**src/rtl/lsu_pkg.sv**
```systemverilog
// Shared definitions for the load/store unit: memControl codes, FSM states and size helpers.
package lsu_pkg;

    localparam logic [2:0] MEM_BYTE       = 3'd0;
    localparam logic [2:0] MEM_HALFWORD   = 3'd1;
    localparam logic [2:0] MEM_WORD       = 3'd2;
    localparam logic [2:0] MEM_DWORD      = 3'd3;
    localparam logic [2:0] MEM_BYTE_U     = 3'd4;
    localparam logic [2:0] MEM_HALFWORD_U = 3'd5;
    localparam logic [2:0] MEM_WORD_U     = 3'd6;
    localparam logic [2:0] MEM_INVALID    = 3'd7;

    typedef enum logic [1:0] {IDLE, LO, HI, RESP} lsu_state_t;

    function automatic logic [3:0] size_bytes(input logic [2:0] ctrl);
        unique case (ctrl)
            MEM_BYTE, MEM_BYTE_U:         size_bytes = 4'd1;
            MEM_HALFWORD, MEM_HALFWORD_U: size_bytes = 4'd2;
            MEM_WORD, MEM_WORD_U:         size_bytes = 4'd4;
            default:                      size_bytes = 4'd8;
        endcase
    endfunction

    function automatic logic is_unsigned(input logic [2:0] ctrl);
        is_unsigned = (ctrl == MEM_BYTE_U) || (ctrl == MEM_HALFWORD_U) || (ctrl == MEM_WORD_U);
    endfunction

endpackage

```
**src/rtl/lsu_align.sv**
```systemverilog
// Lane alignment: store strobes/data placed across two dwords, load data merged and extended.
module lsu_align
    import lsu_pkg::*;
(
    input  logic [2:0]   ctrl_i,
    input  logic [2:0]   off_i,
    input  logic [63:0]  wdata_i,
    input  logic [63:0]  lo_i,
    input  logic [63:0]  hi_i,
    output logic [15:0]  s16_o,
    output logic [127:0] d128_o,
    output logic [63:0]  rdata_o
);

    logic [63:0] low;
    logic [63:0] wmask;
    logic [15:0] s_base;
    logic        uns;

    always_comb begin
        uns = is_unsigned(ctrl_i);
        low = 64'({hi_i, lo_i} >> {off_i, 3'b000});
        case (ctrl_i[1:0])
            2'd0: begin
                s_base  = 16'h0001;
                wmask   = 64'h0000_0000_0000_00ff;
                rdata_o = uns ? {56'b0, low[7:0]} : {{56{low[7]}}, low[7:0]};
            end
            2'd1: begin
                s_base  = 16'h0003;
                wmask   = 64'h0000_0000_0000_ffff;
                rdata_o = uns ? {48'b0, low[15:0]} : {{48{low[15]}}, low[15:0]};
            end
            2'd2: begin
                s_base  = 16'h000f;
                wmask   = 64'h0000_0000_ffff_ffff;
                rdata_o = uns ? {32'b0, low[31:0]} : {{32{low[31]}}, low[31:0]};
            end
            default: begin
                s_base  = 16'h00ff;
                wmask   = '1;
                rdata_o = low;
            end
        endcase
        s16_o  = s_base << off_i;
        d128_o = {64'b0, wdata_i & wmask} << {off_i, 3'b000};
    end

endmodule

```
**src/rtl/load_store_unit.sv**
```systemverilog
// Data-memory initiator: splits dword-crossing accesses into LO/HI transactions.
// Define LSU_MISALIGN_TRAP_EN to trap misaligned accesses instead of splitting them.
module load_store_unit
    import lsu_pkg::*;
#(
    parameter int unsigned WIDTH      = 64,
    parameter int unsigned MEM_DWORDS = 1024
) (
    input  logic             clk,
    input  logic             rst_n,
    input  logic             req_valid,
    output logic             req_ready,
    input  logic             req_write,
    input  logic [2:0]       req_ctrl,
    input  logic [WIDTH-1:0] req_addr,
    input  logic [WIDTH-1:0] req_wdata,
    output logic             resp_valid,
    output logic [WIDTH-1:0] resp_rdata,
    output logic             resp_misaligned,
    output logic             mem_req,
    output logic             mem_we,
    output logic [WIDTH-1:0] mem_addr,
    output logic [63:0]      mem_wdata,
    output logic [7:0]       mem_wstrb,
    input  logic             mem_ack,
    input  logic [63:0]      mem_rdata
);

    lsu_state_t       state_q;
    logic             write_q;
    logic [2:0]       ctrl_q;
    logic [2:0]       off_q;
    logic [63:0]      wdata_q;
    logic [63:0]      lo_q;
    logic             mem_req_q, mem_we_q, resp_valid_q, resp_misaligned_q;
    logic [WIDTH-1:0] mem_addr_q, resp_rdata_q;
    logic [63:0]      mem_wdata_q;
    logic [7:0]       mem_wstrb_q;

    logic             idle, split, misaligned;
    logic [2:0]       ctrl_sel, off_sel;
    logic [3:0]       n_sel;
    logic [63:0]      wdata_sel, lo_sel, hi_sel, rdata_ext;
    logic [15:0]      s16;
    logic [127:0]     d128;

    // In IDLE the aligner looks at the incoming request so LO outputs can be registered on accept.
    assign idle      = (state_q == IDLE);
    assign ctrl_sel  = idle ? req_ctrl : ctrl_q;
    assign off_sel   = idle ? req_addr[2:0] : off_q;
    assign wdata_sel = idle ? req_wdata : wdata_q;
    assign lo_sel    = (state_q == LO) ? mem_rdata : lo_q;
    assign hi_sel    = (state_q == HI) ? mem_rdata : 64'b0;
    assign n_sel     = size_bytes(ctrl_sel);
    assign split     = ({1'b0, off_sel} + n_sel) > 4'd8;

`ifdef LSU_MISALIGN_TRAP_EN
    assign misaligned = (ctrl_sel != MEM_INVALID) && ((off_sel & (n_sel[2:0] - 3'd1)) != 3'd0);
`else
    assign misaligned = 1'b0;
`endif

    lsu_align u_align (
        .ctrl_i  (ctrl_sel),
        .off_i   (off_sel),
        .wdata_i (wdata_sel),
        .lo_i    (lo_sel),
        .hi_i    (hi_sel),
        .s16_o   (s16),
        .d128_o  (d128),
        .rdata_o (rdata_ext)
    );

    always_ff @(posedge clk or negedge rst_n) begin
        if (!rst_n) begin
            state_q           <= IDLE;
            write_q           <= 1'b0;
            ctrl_q            <= '0;
            off_q             <= '0;
            wdata_q           <= '0;
            lo_q              <= '0;
            mem_req_q         <= 1'b0;
            mem_we_q          <= 1'b0;
            mem_addr_q        <= '0;
            mem_wdata_q       <= '0;
            mem_wstrb_q       <= '0;
            resp_valid_q      <= 1'b0;
            resp_misaligned_q <= 1'b0;
            resp_rdata_q      <= '0;
        end else begin
            unique case (state_q)
                IDLE: begin
                    if (req_valid) begin
                        write_q <= req_write;
                        ctrl_q  <= req_ctrl;
                        off_q   <= req_addr[2:0];
                        wdata_q <= req_wdata;
                        lo_q    <= '0;
                        if (req_ctrl == MEM_INVALID || misaligned) begin
                            state_q           <= RESP;
                            resp_valid_q      <= 1'b1;
                            resp_misaligned_q <= misaligned;
                            resp_rdata_q      <= '0;
                        end else begin
                            state_q     <= LO;
                            mem_req_q   <= 1'b1;
                            mem_we_q    <= req_write;
                            mem_addr_q  <= {req_addr[WIDTH-1:3], 3'b000};
                            mem_wstrb_q <= req_write ? s16[7:0] : 8'h00;
                            mem_wdata_q <= d128[63:0];
                        end
                    end
                end
                LO: begin
                    if (mem_ack) begin
                        lo_q <= mem_rdata;
                        if (split) begin
                            state_q     <= HI;
                            mem_addr_q  <= mem_addr_q + WIDTH'(8);
                            mem_wstrb_q <= write_q ? s16[15:8] : 8'h00;
                            mem_wdata_q <= d128[127:64];
                        end else begin
                            state_q      <= RESP;
                            mem_req_q    <= 1'b0;
                            mem_we_q     <= 1'b0;
                            mem_wstrb_q  <= '0;
                            resp_valid_q <= 1'b1;
                            resp_rdata_q <= write_q ? '0 : rdata_ext;
                        end
                    end
                end
                HI: begin
                    if (mem_ack) begin
                        state_q      <= RESP;
                        mem_req_q    <= 1'b0;
                        mem_we_q     <= 1'b0;
                        mem_wstrb_q  <= '0;
                        resp_valid_q <= 1'b1;
                        resp_rdata_q <= write_q ? '0 : rdata_ext;
                    end
                end
                RESP: begin
                    state_q           <= IDLE;
                    resp_valid_q      <= 1'b0;
                    resp_misaligned_q <= 1'b0;
                end
                default: state_q <= IDLE;
            endcase
        end
    end

    assign req_ready       = idle;
    assign resp_valid      = resp_valid_q;
    assign resp_rdata      = resp_rdata_q;
    assign resp_misaligned = resp_misaligned_q;
    assign mem_req         = mem_req_q;
    assign mem_we          = mem_we_q;
    assign mem_addr        = mem_addr_q;
    assign mem_wdata       = mem_wdata_q;
    assign mem_wstrb       = mem_wstrb_q;

    mem_in_range_a: assert property (@(posedge clk) disable iff (!rst_n)
        mem_req |-> (mem_addr >> 3) < WIDTH'(MEM_DWORDS));

endmodule

```
**config.mk**
```make
export PLATFORM = sky130hd
export DESIGN_NAME = load_store_unit
export DESIGN_NICKNAME = d
export VERILOG_FILES = /design/src/rtl/lsu_pkg.sv /design/src/rtl/lsu_align.sv /design/src/rtl/load_store_unit.sv
export SDC_FILE = /design/constraint.sdc
export NUM_CORES = 1
export LEC_CHECK = 0
export CAP_MARGIN = 25
export CORE_MARGIN = 10
export CORE_UTILIZATION = 30
export CTS_CLUSTER_SIZE = 14
export DETAILED_ROUTE_END_ITERATION = 12
export PLACE_DENSITY = 0.55
export SYNTH_ARGS = -nofsm -noshare
export SYNTH_HDL_FRONTEND = slang
export SYNTH_SLANG_ARGS = --single-unit
export TNS_END_PERCENT = 50
```
**constraint.sdc**
```tcl
create_clock -name clk -period 9.3 [get_ports clk]
set_input_delay 1.395 -clock clk [delete_from_list [all_inputs] [get_ports clk]]
set_output_delay 1.395 -clock clk [all_outputs]
set_load 0.03 [all_outputs]
```
---- Word-level counts from Yosys, hierarchy flattened ----
Cells that the tools add are included.
word-level totals
  register bits after elaboration ......... 341
  bits in latches ......................... 0
  memory bits (writable) .................. 0
  ROM bits ................................ 0
  input port bits ......................... 200
  output and inout bits ................... 205
  word-level logic and storage cells ...... 123
  memories kept ........................... 0
operators by class
  $add $sub $neg .......................... 2
  multiply operators ...................... 0
  divide/modulo/power cells ............... 0
  magnitude comparators ................... 1
  equal/unequal tests ..................... 18
  shift operators ......................... 3
  muxes and demuxes ....................... 64
  bitwise gates (word level) .............. 1
  reduce and logical (&&, ||, !) cells .... 20
operators with widths
  kind                                                             number
  64-bit 2-to-1 mux                                                22
  64-bit case mux with 3 select lines                              3
  64-bit case mux with 2 select lines                              3
  64-bit by 6-bit << shifter with 128-bit output                   1
  128-bit by 6-bit right shift with 64-bit output                  1
  64-bit by 4-bit adder with 64-bit output, second input constant  1
  64-bit bitwise AND                                               1
  8-bit 2-to-1 mux                                                 7
  8-bit case mux with 3 select lines                               2
  8-bit by 3-bit << shifter with 16-bit output                     1
  1-bit 2-to-1 mux                                                 15
  5-bit AND reduction                                              3
  3-bit equality test, second input constant                       4
  2-bit inequality test, second input constant                     6
  4-bit case mux with 3 select lines                               1
  6-bit AND reduction                                              2
  3-bit AND reduction                                              3
  2-bit 2-to-1 mux                                                 4
  2-bit case mux with 4 select lines                               1
  2-bit equality test, second input constant                       3
  3-bit 2-to-1 mux                                                 2
  1-bit case mux with 3 select lines                               2
  2-bit OR reduction                                               3
  3-bit by 4-bit adder with 4-bit output                           1
  other kinds (13)                                                 17

---- Longest topological paths before layout ----
  depth in word-level cells ............... 11
  gate-level depth with buffers ........... 19
  gate-level depth less buffers ........... 13

---- Cells and area by module ----
A second synthesis with hierarchy kept.
second synthesis, totals
  cell total of the unflattened synthesis .. 2416
  area, all modules ....................... 23147.2 um^2
modules (own cells, without submodules)
  module           instances  cells an instance  area each (um^2)
  load_store_unit  1          1569               17164.0
  lsu_align        1          847                5983.2

---- Worst setup path before layout ----
Ideal clock, no wire load.
  path type ............................... input -> register
  from .................................... input req_addr[0]
  to ...................................... register mem_addr_q[15] (netlist: mem_addr[15])
  library setup time ...................... 0.137 ns
  data arrival time ....................... 4.607 ns
  required time ........................... 9.163 ns
  setup slack ............................. 4.556 ns
  stages on the path ...................... 15
  cells stage by stage .................... mux2i_4 inv_1 clkbuf_1 buf_2 buf_2 buf_2 ha_1 fa_1 o32a_1 buf_6 a21o_1 buf_2 or4_1 mux2i_1 a21oi_1
on the way
  word-level cells in the longest chain between the ends .. 5
ends and longest elaborated chain
  what                                    RTL line                RTL
  start: declaration                      load_store_unit.sv:15   input logic [WIDTH-1:0] req_addr,
  3-bit 2-to-1 mux                        load_store_unit.sv:50   assign off_sel = idle ? req_addr[2:0] : off_q;
  3-bit by 4-bit adder with 4-bit output  load_store_unit.sv:55   assign split = ({1'b0, off_sel} + n_sel) > 4'd8;
  4-bit greater-than comparator           load_store_unit.sv:55
  2-bit inequality test (no source line)  -
  5-bit AND reduction (no source line)    -
  end signal: assignment                  load_store_unit.sv:108  mem_addr_q <= {req_addr[WIDTH-1:3], 3'b000};
  end signal: assignment                  load_store_unit.sv:119  mem_addr_q <= mem_addr_q + WIDTH'(8);
  end: declaration                        load_store_unit.sv:36   logic [WIDTH-1:0] mem_addr_q, resp_rdata_q;
Every way passes these cells.
A chain may end at the register's enable or synchronous reset.

---- Worst setup path in the final report ----
  from .................................... input req_ctrl[0]
  to ...................................... register mem_wdata_q[54] (netlist: mem_wdata[54])
on the way
  word-level cells in the longest chain between the ends .. 8
  elaborated cells between the ends (all ways) .. 28
  classes of those cells .................. 1 x add/sub; 1 x order compare; 10 x eq/ne; 1 x shift; 8 x mux; 1 x bitwise; 6 x reduce/logical
ends and longest elaborated chain
  what                                                                                                             RTL line                                RTL
  start: declaration                                                                                               load_store_unit.sv:14                   input logic [2:0] req_ctrl,
  3-bit 2-to-1 mux                                                                                                 load_store_unit.sv:49                   assign ctrl_sel = idle ? req_ctrl : ctrl_q;
  3-bit by 2-bit equality test with 1-bit output, or another cell as far along                                     lsu_pkg.sv:16                           unique case (ctrl)
  2-bit OR reduction / 64-bit case mux with 3 select lines (equally long branches)                                 lsu_pkg.sv:16, lsu_align.sv:23
  4-bit case mux with 3 select lines / 64-bit bitwise AND (equally long branches)                                  lsu_pkg.sv:16, lsu_align.sv:46
  3-bit by 4-bit adder with 4-bit output / 64-bit by 6-bit << shifter with 128-bit output (equally long branches)  load_store_unit.sv:55, lsu_align.sv:46
  4-bit greater-than comparator, or another cell as far along                                                      load_store_unit.sv:55
  2-bit inequality test (no source line), or another cell as far along                                             -
  5-bit AND reduction (no source line) / 64-bit case mux with 2 select lines (equally long branches)               -
  end signal: assignment                                                                                           load_store_unit.sv:110                  mem_wdata_q <= d128[63:0];
  end signal: assignment                                                                                           load_store_unit.sv:121                  mem_wdata_q <= d128[127:64];
  end: declaration                                                                                                 load_store_unit.sv:37                   logic [63:0] mem_wdata_q;
Parallel ways exist; a longest one is shown, timed or not. The select of a mux whose other input is x is not followed.

==> metrics.md <==
| Metric | Value |
|---|---|
| Status | completed |
| # rows | 98 |
| Flop2flop setup slack | 3090 ps |
| Num ports | 405 |
| Hold slack | 469.5 ps |
| RSZ-0062 raised after global routing | false |
| CP max stage delay | 780 ps |
| Cts bufs inserted | 43 |
| Final period utilization | 0.6789 |
| Critical Path AT | 6800 ps |
| Setup WS pre-CTS | 1865 ps |
| Area growth, synth to finish | 28.67% |
| Residual DRC | 0 |
| Worst R2R End | mem_wdata[54] |
| GP Congestion | 0.9370 |
| Routed Antenna Nets | 0 |
| Post-synth top flop | dfrtp_1 |
| Layout cells sized above 1 | 0.1185 |
| Netlist Area Pre-Place | 21710 um2 |
| Slew @ Worst Pin | 1047 ps |
| Crit path cell chain | clkdlybuf4s50_1 -> nor3b_2 -> nor2_1 -> inv_1 -> ha_1 -> fa_1 -> o32a_1 -> a21o_1 -> o21ai_4 -> buf_4 -> o21ai_0 -> o22a_1 |
| Final hold violation count | 0 |
| Resized cells post-CTS | 0 |
| First-pass GRT wire length | 143700 um |
| Synth warnings | 0 |
| Via density | 5.925 |
| Post-synthesis area per instance | 9.318 um2 |
| Via count | 21240 |
| Startpoint Class | primary input |
| H-tree Lvls | 2 |
| Fin nets | 2807 |
| Fmax | 0.1584 GHz |
| Asr flop ratio synth | 1.000 |
| Post-synthesis cell type count | 78 |
| Half-perimeter wire length after placement | 71340 um |
| Hold Path End | mem_wstrb[7] |
| Port-buffer cells | 400 |
| Relative slew slack | 0.3022 |
| Clock sinks | 337 |
| Reg2Reg Launch Point | state_q[0] |
| Die ar. | 83530 um2 |
| Final core utilization | 0.3901 |
| Worst setup margin | 2987 ps |
| Final setup viols | 0 |
| Via count of the first global-routing pass | 21030 |
| WHS Path Cells | 2 |
| Register bit total from synthesis | 337 |
| GRT overflow | 0 |
| Max Slew Vio Count | 0 |
| Max_cap viols | 0 |
| TNS Setup | 0 ps |
| Setup Crit Path Kind | in -> reg |
| Max IR drop VDD | 0.3237 mV |
| Core area | 71610 um2 |
| Clock slew at reported path FFs | 60 ps |
| Worst Min Path Start | mem_wstrb[7] |
| GRT Total Usage | 0.2259 |
| Fin crit period | 6313 ps |
| CP Max Fanout | 68 |
| First-pass DRT Iterations | 6 |
| # Post-CTS Setup Buffers | 0 |
| CP Data Required Time | 9790 ps |
| Worst min-delay path category | reg -> reg |
| Cells after Synth | 2330 |
| Worst R2R Path Depth | 13 |
| Clock Skew | 38.32 ps |
| Die Width | 289.0 um |
| Pwr dens | 467.4 nW/um2 |
| Iter 0 DRT Violations | 2138 |
| Post-synth EDFFs | 0 |
| Slowest CP cell | nor2_1 |
| Leakage power | 11.12 nW |
| Sequential-to-total area share from yosys stat | 0.3884 |
| Root Buffer | clkbuf_16 |
| CTS Hold Bufs | 0 |
| Worst skew pair latency | 610 ps |
| Starting Density | 0.3032 |
| Initial antenna violation count | 11 |
| CTS max path bufs | 3 |
| Largest net degree at the start of global routing | 150 |
| Routed WL per cell | 27.42 um |
| TritonCTS clock tree | built |
| Total wire length | 98260 um |
| Setup crit end kind | flop |
| Filler Cell Count | 7071 |
| Die H | 289.0 um |
| Final Power | 13.06 mW |
## layout make-up
| class | instances | area (um2) | share of cell area |
|---|---|---|---|
| antenna | 2 | 5.005 | 0.0001792 |
| clock buffer | 57 | 1199 | 0.04291 |
| clock inverter | 22 | 267.8 | 0.009585 |
| inverter | 22 | 85.08 | 0.003046 |
| multi-input combinational | 1755 | 12360 | 0.4424 |
| sequential | 337 | 8433 | 0.3019 |
| tap | 950 | 1189 | 0.04255 |
| timing repair buffer | 439 | 4399 | 0.1575 |
## logic make-up after synthesis
kind of cell,count (synthesis),share of synthesized area
multiplexers,277,0.1591
flip-flops,337,0.3884
AO/OA/AOI/OAI,782,0.2565
XOR/XNOR,2,0.0008070
buffers and inverters,241,0.04685
AND/OR/NAND/NOR,681,0.1427
adder cells (fa/ha/maj),9,0.005533
other,1,0.0001727
## sequential cells by signal, indices dropped and copies added, names as in the netlist, 2 cells and up
name and count:
state_q 2, lo_q 64, mem_wstrb 8, resp_rdata 64, mem_addr 61, wdata_q 64
off_q 3, mem_wdata 64, ctrl_q 3
## metal layers
metal / GRT usage / share of wire
met2: 0.3851 / 0.49
met1: 0.2805 / 0.40
met5: 0 / 0.00066
met4: 0.08745 / 0.042
met3: 0.04035 / 0.065
## worst max-delay path: cells and delay by family
| family | cells | cell delay (ps) |
|---|---|---|
| fa+ha+maj | 2 | 830 |
| compound gates | 5 | 1680 |
| simple gates | 2 | 1000 |
| buf+inv | 3 | 1810 |
## Yosys cell counts (all sizes together) (19+ instances only)
| master | number | area, um2 |
|---|---|---|
| mux2i | 118 | 1209 |
| nand3 | 71 | 355.3 |
| a21oi | 155 | 779.5 |
| a221o | 19 | 190.2 |
| nor2 | 158 | 593.1 |
| a31oi | 29 | 181.4 |
| nor3 | 28 | 145.1 |
| a211oi | 48 | 375.4 |
| and3 | 44 | 275.3 |
| dfrtp | 337 | 8433 |
| buf | 73 | 386.6 |
| nand4 | 32 | 200.2 |
| clkbuf | 146 | 548.0 |
| inv | 22 | 82.58 |
| o221ai | 19 | 166.4 |
| o22a | 19 | 166.4 |
| o21ai | 112 | 560.5 |
| o211ai | 34 | 255.2 |
| nand2 | 276 | 1036 |
| o22ai | 70 | 437.9 |
| mux2 | 119 | 1344 |
| mux4 | 40 | 900.9 |
| a22o | 139 | 1217 |
## stage by stage
stage	cells	instance area (um2)
after detailed placement	3498	26360
after floorplan	2333	21720
after global routing	3584	27930
after global placement	3495	26330
final	3584	27930
after CTS	3577	27830
## worst max path at each step
stage	from	endpoint	slack, ps	cells past startpoint
floorplan	req_addr[0]	mem_addr[15]	4560	15
global placement	req_ctrl[0]	resp_rdata[51]	2170	12
detailed placement	req_ctrl[0]	resp_rdata[45]	1860	12
CTS	req_ctrl[0]	resp_rdata[48]	2430	12
global route	req_ctrl[0]	mem_wdata[51]	2770	12
finish	req_ctrl[0]	mem_wdata[54]	2990	12
## report_power, final
part           switching (mW)  internal [mW]
sequential              0.572           2.10
combinational            5.50           3.11
clock                   0.718           1.05
## layout by cell type (no fill, tap or decap), types with 7 or more instances in the layout
cell type	instances
a211oi_1	45
a21o_1	10
a21oi_1	153
a221o_1	19
a222oi_1	16
a22o_1	139
a22oi_1	13
a2bb2oi_1	16
a311oi_1	13
a31o_2	7
a31oi_1	29
and2_1	11
and3_1	42
and4_1	8
buf_4	32
clkbuf_1	7
clkbuf_16	43
clkbuf_8	7
clkdlybuf4s50_1	399
clkinv_2	7
dfrtp_1	337
inv_1	19
mux2_2	118
mux2i_1	113
mux4_2	40
nand2_1	274
nand2b_1	15
nand3_1	71
nand4_1	32
nor2_1	157
nor3_1	27
nor4_1	13
o211ai_1	34
o21a_1	11
o21ai_0	98
o21ai_1	13
o221ai_1	19
o22a_1	19
o22ai_1	70
o32ai_1	11
Note: power is estimated with default switching activity, not from simulation.
